--- src/rtl/lzc_pkg.sv ---
// Shared constants and types for the leading-zero counter.
// Used by lzc_unit and its nibble sub-block.
package lzc_pkg;

  localparam int LZC_WIDTH = 24;
  localparam int LZC_CNT_W = 5;

  typedef logic [LZC_WIDTH:1]   lzc_mant_t;
  typedef logic [LZC_CNT_W-1:0] lzc_cnt_t;

endpackage

--- src/rtl/lzc_nibble.sv ---
// 4-bit leading-zero count with all-zero flag.
// Leaf of the lzc_unit priority tree.
module lzc_nibble (
  input  logic [3:0] d,
  output logic [1:0] cnt,
  output logic       zero
);

  // first set bit from the top of the nibble
  always_comb begin
    cnt  = 2'd0;
    zero = 1'b0;
    priority case (1'b1)
      d[3]:    cnt = 2'd0;
      d[2]:    cnt = 2'd1;
      d[1]:    cnt = 2'd2;
      d[0]:    cnt = 2'd3;
      default: zero = 1'b1;
    endcase
  end

endmodule

--- src/rtl/lzc_unit.sv ---
// Registered leading-zero counter for FPU normalisation.
// LZC_INPUT_REG_EN adds an input register stage (latency 2).
module lzc_unit
  import lzc_pkg::*;
#(
  parameter int WIDTH = LZC_WIDTH,
  parameter int CNT_W = LZC_CNT_W
) (
  input  logic             clk,
  input  logic             rst,
  input  logic             in_valid,
  input  logic [WIDTH:1]   AdderResult,
  output logic             out_valid,
  output logic [CNT_W-1:0] Shifts,
  output logic             Zero
);

  localparam int NIB  = (WIDTH + 3) / 4;
  localparam int PW   = NIB * 4;
  localparam int PADW = PW - WIDTH;

  logic           valid_s;
  logic [WIDTH:1] mant_s;

`ifdef LZC_INPUT_REG_EN
  logic           in_valid_q, in_valid_d;
  logic [WIDTH:1] mant_q, mant_d;

  // input stage loads only on valid beats
  always_comb begin
    in_valid_d = in_valid;
    mant_d     = mant_q;
    if (in_valid) mant_d = AdderResult;
  end

  // input stage registers
  always_ff @(posedge clk) begin
    if (rst) begin
      in_valid_q <= 1'b0;
      mant_q     <= '0;
    end else begin
      in_valid_q <= in_valid_d;
      mant_q     <= mant_d;
    end
  end

  assign valid_s = in_valid_q;
  assign mant_s  = mant_q;
`else
  assign valid_s = in_valid;
  assign mant_s  = AdderResult;
`endif

  // Low-end pad of 1s; all-zero is handled by the Zero path.
  logic [PW-1:0] pad_w;
  generate
    if (PADW == 0) begin : g_nopad
      assign pad_w = mant_s;
    end else begin : g_pad
      assign pad_w = {mant_s, {PADW{1'b1}}};
    end
  endgenerate

  logic [1:0] nib_cnt  [NIB];
  logic       nib_zero [NIB];

  genvar k;
  generate
    for (k = 0; k < NIB; k++) begin : g_nib
      lzc_nibble u_nib (
        .d    (pad_w[PW-1-4*k -: 4]),
        .cnt  (nib_cnt[k]),
        .zero (nib_zero[k])
      );
    end
  endgenerate

  logic [CNT_W-1:0] cnt_w;
  logic             zero_w;

  // pick first non-zero nibble from the top
  always_comb begin
    logic found;
    found = 1'b0;
    cnt_w = CNT_W'(WIDTH);
    for (int i = 0; i < NIB; i++) begin
      if (!found && !nib_zero[i]) begin
        found = 1'b1;
        cnt_w = CNT_W'(4 * i) + CNT_W'(nib_cnt[i]);
      end
    end
    zero_w = ~|mant_s;
    if (zero_w) cnt_w = CNT_W'(WIDTH);
  end

  logic [CNT_W-1:0] shifts_q, shifts_d;
  logic             zero_q, zero_d;
  logic             out_valid_q, out_valid_d;

  // results load on valid, hold otherwise
  always_comb begin
    out_valid_d = valid_s;
    shifts_d    = shifts_q;
    zero_d      = zero_q;
    if (valid_s) begin
      shifts_d = cnt_w;
      zero_d   = zero_w;
    end
  end

  // output registers, reset wins
  always_ff @(posedge clk) begin
    if (rst) begin
      out_valid_q <= 1'b0;
      shifts_q    <= '0;
      zero_q      <= 1'b0;
    end else begin
      out_valid_q <= out_valid_d;
      shifts_q    <= shifts_d;
      zero_q      <= zero_d;
    end
  end

  assign out_valid = out_valid_q;
  assign Shifts    = shifts_q;
  assign Zero      = zero_q;

endmodule

--- config.mk ---
export PLATFORM = sky130hd
export DESIGN_NAME = lzc_unit
export DESIGN_NICKNAME = d
export VERILOG_FILES = /design/src/rtl/lzc_pkg.sv /design/src/rtl/lzc_nibble.sv /design/src/rtl/lzc_unit.sv
export SDC_FILE = /design/constraint.sdc
export NUM_CORES = 1
export LEC_CHECK = 0
export CAP_MARGIN = 20
export CORE_MARGIN = 2
export CORE_UTILIZATION = 30
export DETAILED_ROUTE_END_ITERATION = 12
export GPL_TIMING_DRIVEN = 0
export PLACE_DENSITY = 0.69
export SYNTH_ARGS = -nofsm -noshare
export SYNTH_HDL_FRONTEND = slang
export SYNTH_SLANG_ARGS = --single-unit
export TNS_END_PERCENT = 5
--- constraint.sdc ---
create_clock -name clk -period 1.55 [get_ports clk]
set_input_delay 0.31 -clock clk [delete_from_list [all_inputs] [get_ports clk]]
set_output_delay 0.31 -clock clk [all_outputs]
set_load 0.05 [all_outputs]
==> metrics.md <==
| Metric | Value |
|---|---|
| Number of DRC markers in iteration 0 | `12` |
| Die H | `47.6 µm` |
| Min Tclk post-route | `1.51 ns` |
| All-Layer GR Usage | `16.3%` |
| Clk sinks | `7` |
| Synth unique cells | `28` |
| Slowest CP cell | `a2111oi_2` |
| DIE AREA | `2270 µm²` |
| Most common cell after layout, fill and taps aside | `buf_4` |
| Reg2reg start | `Shifts[0]$_SDFFE_PP0P_` |
| Global-route wire length before repair | `2.63 mm` |
| Largest net degree at the start of global routing | `10` |
| Via density | `a little over 5` |
| CTS root buf | `clkbuf_4` |
| Final Hold Viols | `0` |
| Reg2Reg Setup Slack | `0.59 ns` |
| Synth area leaders | `dfxtp_1, nor4_4, nor2_1, a21oi_1, nor4_1` |
| Critical path cell sequence | `dlymetal6s2s_1 > nor4_4 > buf_4 > nand4_4 > nor2_2 > a21oi_2 > a2111oi_2` |
| Overflow after GRT | `0` |
| Vias in the first global route | `~630` |
| Clock buffer depth | `2` |
| Clock latency on the worst-skew pair | `0.25 ns` |
| Nets | `149` |
| Routed vias | `757` |
| Crit path required time | `~1.7 ns` |
| Hold Startpoint | `AdderResult[24]` |
| IO Port Bufs | `32` |
| Fmax | `664 MHz` |
| Sequential fraction of the synthesis area | `24.6%` |
| Final Max Tran Viols | `0` |
| Post-placement cell count | `128` |
| Outcome | `completed` |
| Cell Area, Synth | `571 µm²` |
| Total core area | `1760 µm²` |
| Total power | `0.000536 W` |
| # H-tree levels | `1` |
| Slew @ Worst Pin | `0.496 ns` |
| Cells after Synth | `71` |
| CTS clk-pin slew, worst paths | `0.05 ns` |
| Area Overhead vs Synth | `92.3%` |
| Fin Setup TNS | `0 ns` |
| Max-cap violations | `0` |
| Diode count | `0` |
| CP startpoint kind | `primary input` |
| Tcrit/Tclk final | `97.2%` |
| Pre-CTS WS | `-0.651 ns` |
| # fillers | `159` |
| DRC viols | `0` |
| Die W | `47.6 µm` |
| Final Non-Filler Cells | `146` |
| R2R depth | `3` |
| Critical path class | `in -> reg` |
| Leakage Power | `between 0.5 and 0.6 nW` |
| Worst Path Max Fanout | `5` |
| Yosys reg bits | `7` |
| # rows | `15` |
| Worst Path Arrival | `1.66 ns` |
| Final setup violation count | `0` |
| WL per Instance | `12.3 µm` |
| CP endpoint kind | `flip-flop` |
| Slew Limit Headroom | `approximately 67%` |
| Most frequent cells in the layout | `buf_4, nor2_1, dlymetal6s2s_1` |
| CTS tree | `yes` |
| Area after DPL | `a little over 900 µm²` |
| Biggest cell delay along the critical path | `0.33 ns` |
| Routed Wire Length | `1.80 mm` |
| RSZ-0062 raised after global routing | `yes` |
| Synthesized Nets | `98` |
| Pre-antenna DRT Iters | `4` |
| Initial core utilization | `32.3%` |
| Placer Congestion | `0.815` |
| Buf/Inv on CP | `2` |
| P per Cell Area | `~500 nW/µm²` |
| Delay-heaviest family, CP | `simple AND/OR/NAND/NOR gates` |
| Hold WC Path Type | `in -> reg` |
| Ys Warns | `0` |
| Final setup skew | `0 ns` |
| Antenna-violating nets left | `0` |
| Final Instance Area | `around 1100 µm²` |
| Final WS setup | `0.0432 ns` |
| Synth area leader | `dfxtp_1` |
| IO Pins | `34` |
| Share of cells above drive strength 1 | `38.0%` |
| Syn_area_per_cell | `roughly 8 µm²` |
| DP HPWL | `1.26 mm` |
| Reg2Reg Capture Point | `Shifts[0]$_SDFFE_PP0P_` |
| Hold_buf cts | `0` |
| Inserted Clock Buffers | `3` |
| Hold path depth | `4` |
| Initial antenna violation count | `0` |
| Top-area cell type share of the netlist area | `24.6%` |
| WHS Endpoint | `Shifts[0]$_SDFFE_PP0P_` |
| Worst vdd ir | `517 µV` |
worst max-delay path by stage:
stage	startpoint	endpoint	cells past startpoint
4_1_cts	AdderResult[10]	Shifts[0]$_SDFFE_PP0P_	6
3_3_place_gp	AdderResult[14]	Shifts[0]$_SDFFE_PP0P_	6
2_1_floorplan	AdderResult[14]	Shifts[0]$_SDFFE_PP0P_	5
3_5_place_dp	AdderResult[22]	Shifts[3]$_SDFFE_PP0P_	6
6_report	AdderResult[22]	Shifts[0]$_SDFFE_PP0P_	7
5_1_grt	AdderResult[22]	Shifts[0]$_SDFFE_PP0P_	7
synth_stat cells:
cell / n
a31oi_1: 1
inv_1: 4
nand4_2: 1
o211a_1: 1
a21oi_1: 6
o21ai_0: 2
o31a_1: 1
nor2_1: 15
o2bb2ai_1: 1
nand3_1: 2
a2111oi_2: 1
a21boi_1: 1
nor4_1: 4
dfxtp_1: 7
nor3_1: 4
clkbuf_1: 1
nand2_1: 2
or4_1: 3
a311oi_1: 1
nor2b_1: 2
a211oi_1: 1
o2111ai_1: 1
nor3_2: 1
o311ai_2: 1
nor4_4: 3
o311ai_1: 1
mux2i_1: 1
o21bai_1: 2
kinds of logic after synthesis:
family	Yosys count	synth area share [%]
and+or+nand+nor	37	42.1
AOI/OAI and AO/OA	21	28.3
DFF	7	24.6
buffers and inverters	5	3.29
muxes	1	1.75
power breakdown:
group	switching (W)	leakage [nW]	internal (W)	total [W]
logic	0.0000991	0.493	0.0000800	0.000179
registers	0.00000245	0.0572	0.000186	0.000189
clock network	0.0000702	0.0150	0.0000984	0.000169
what timing repair did:
action	in CTS	in global routing
resized for setup	25	48
setup buffers	7	7
pin swaps	8	19
setup endpoints to repair	13	6
final cells by class:
cell class              count  area, µm²  share of cell area (%)
well taps                  25       31.3                    2.85
flip-flops and latches      7        140                    12.8
repair buffers             46        397                    36.1
plain buffers               1       3.75                   0.342
multi-input cells          59        484                    44.1
clock buffers               4       26.3                    2.39
inverters                   4       15.0                    1.37
worst reg2reg max path, stage by stage, from the launching register on:
cell       delay, ns
dfxtp_1         0.34
o2bb2ai_1       0.14
a21oi_2         0.06
a2111oi_2       0.33
state kept, by name, indices dropped and copies added, names as in the netlist:
| name | cells |
|---|---|
| Shifts | 5 |
| Zero | 1 |
| out_valid | 1 |
routing by layer:
layer,track usage [%],part of all wire [%]
met4,3.24,0.78
met3,5.66,7.3
met5,0,0
met2,26.2,49
met1,21.2,43
through the flow:
step / utilization, % / hold slack, ns
after floorplan: - / 0.377
after global placement: 52.3 / 0.452
after detailed placement: 52.3 / 0.461
after CTS: 57.1 / 0.460
after global routing: 62.2 / 0.473
final: 62.2 / 0.451
Note: power is estimated with default switching activity, not from simulation.
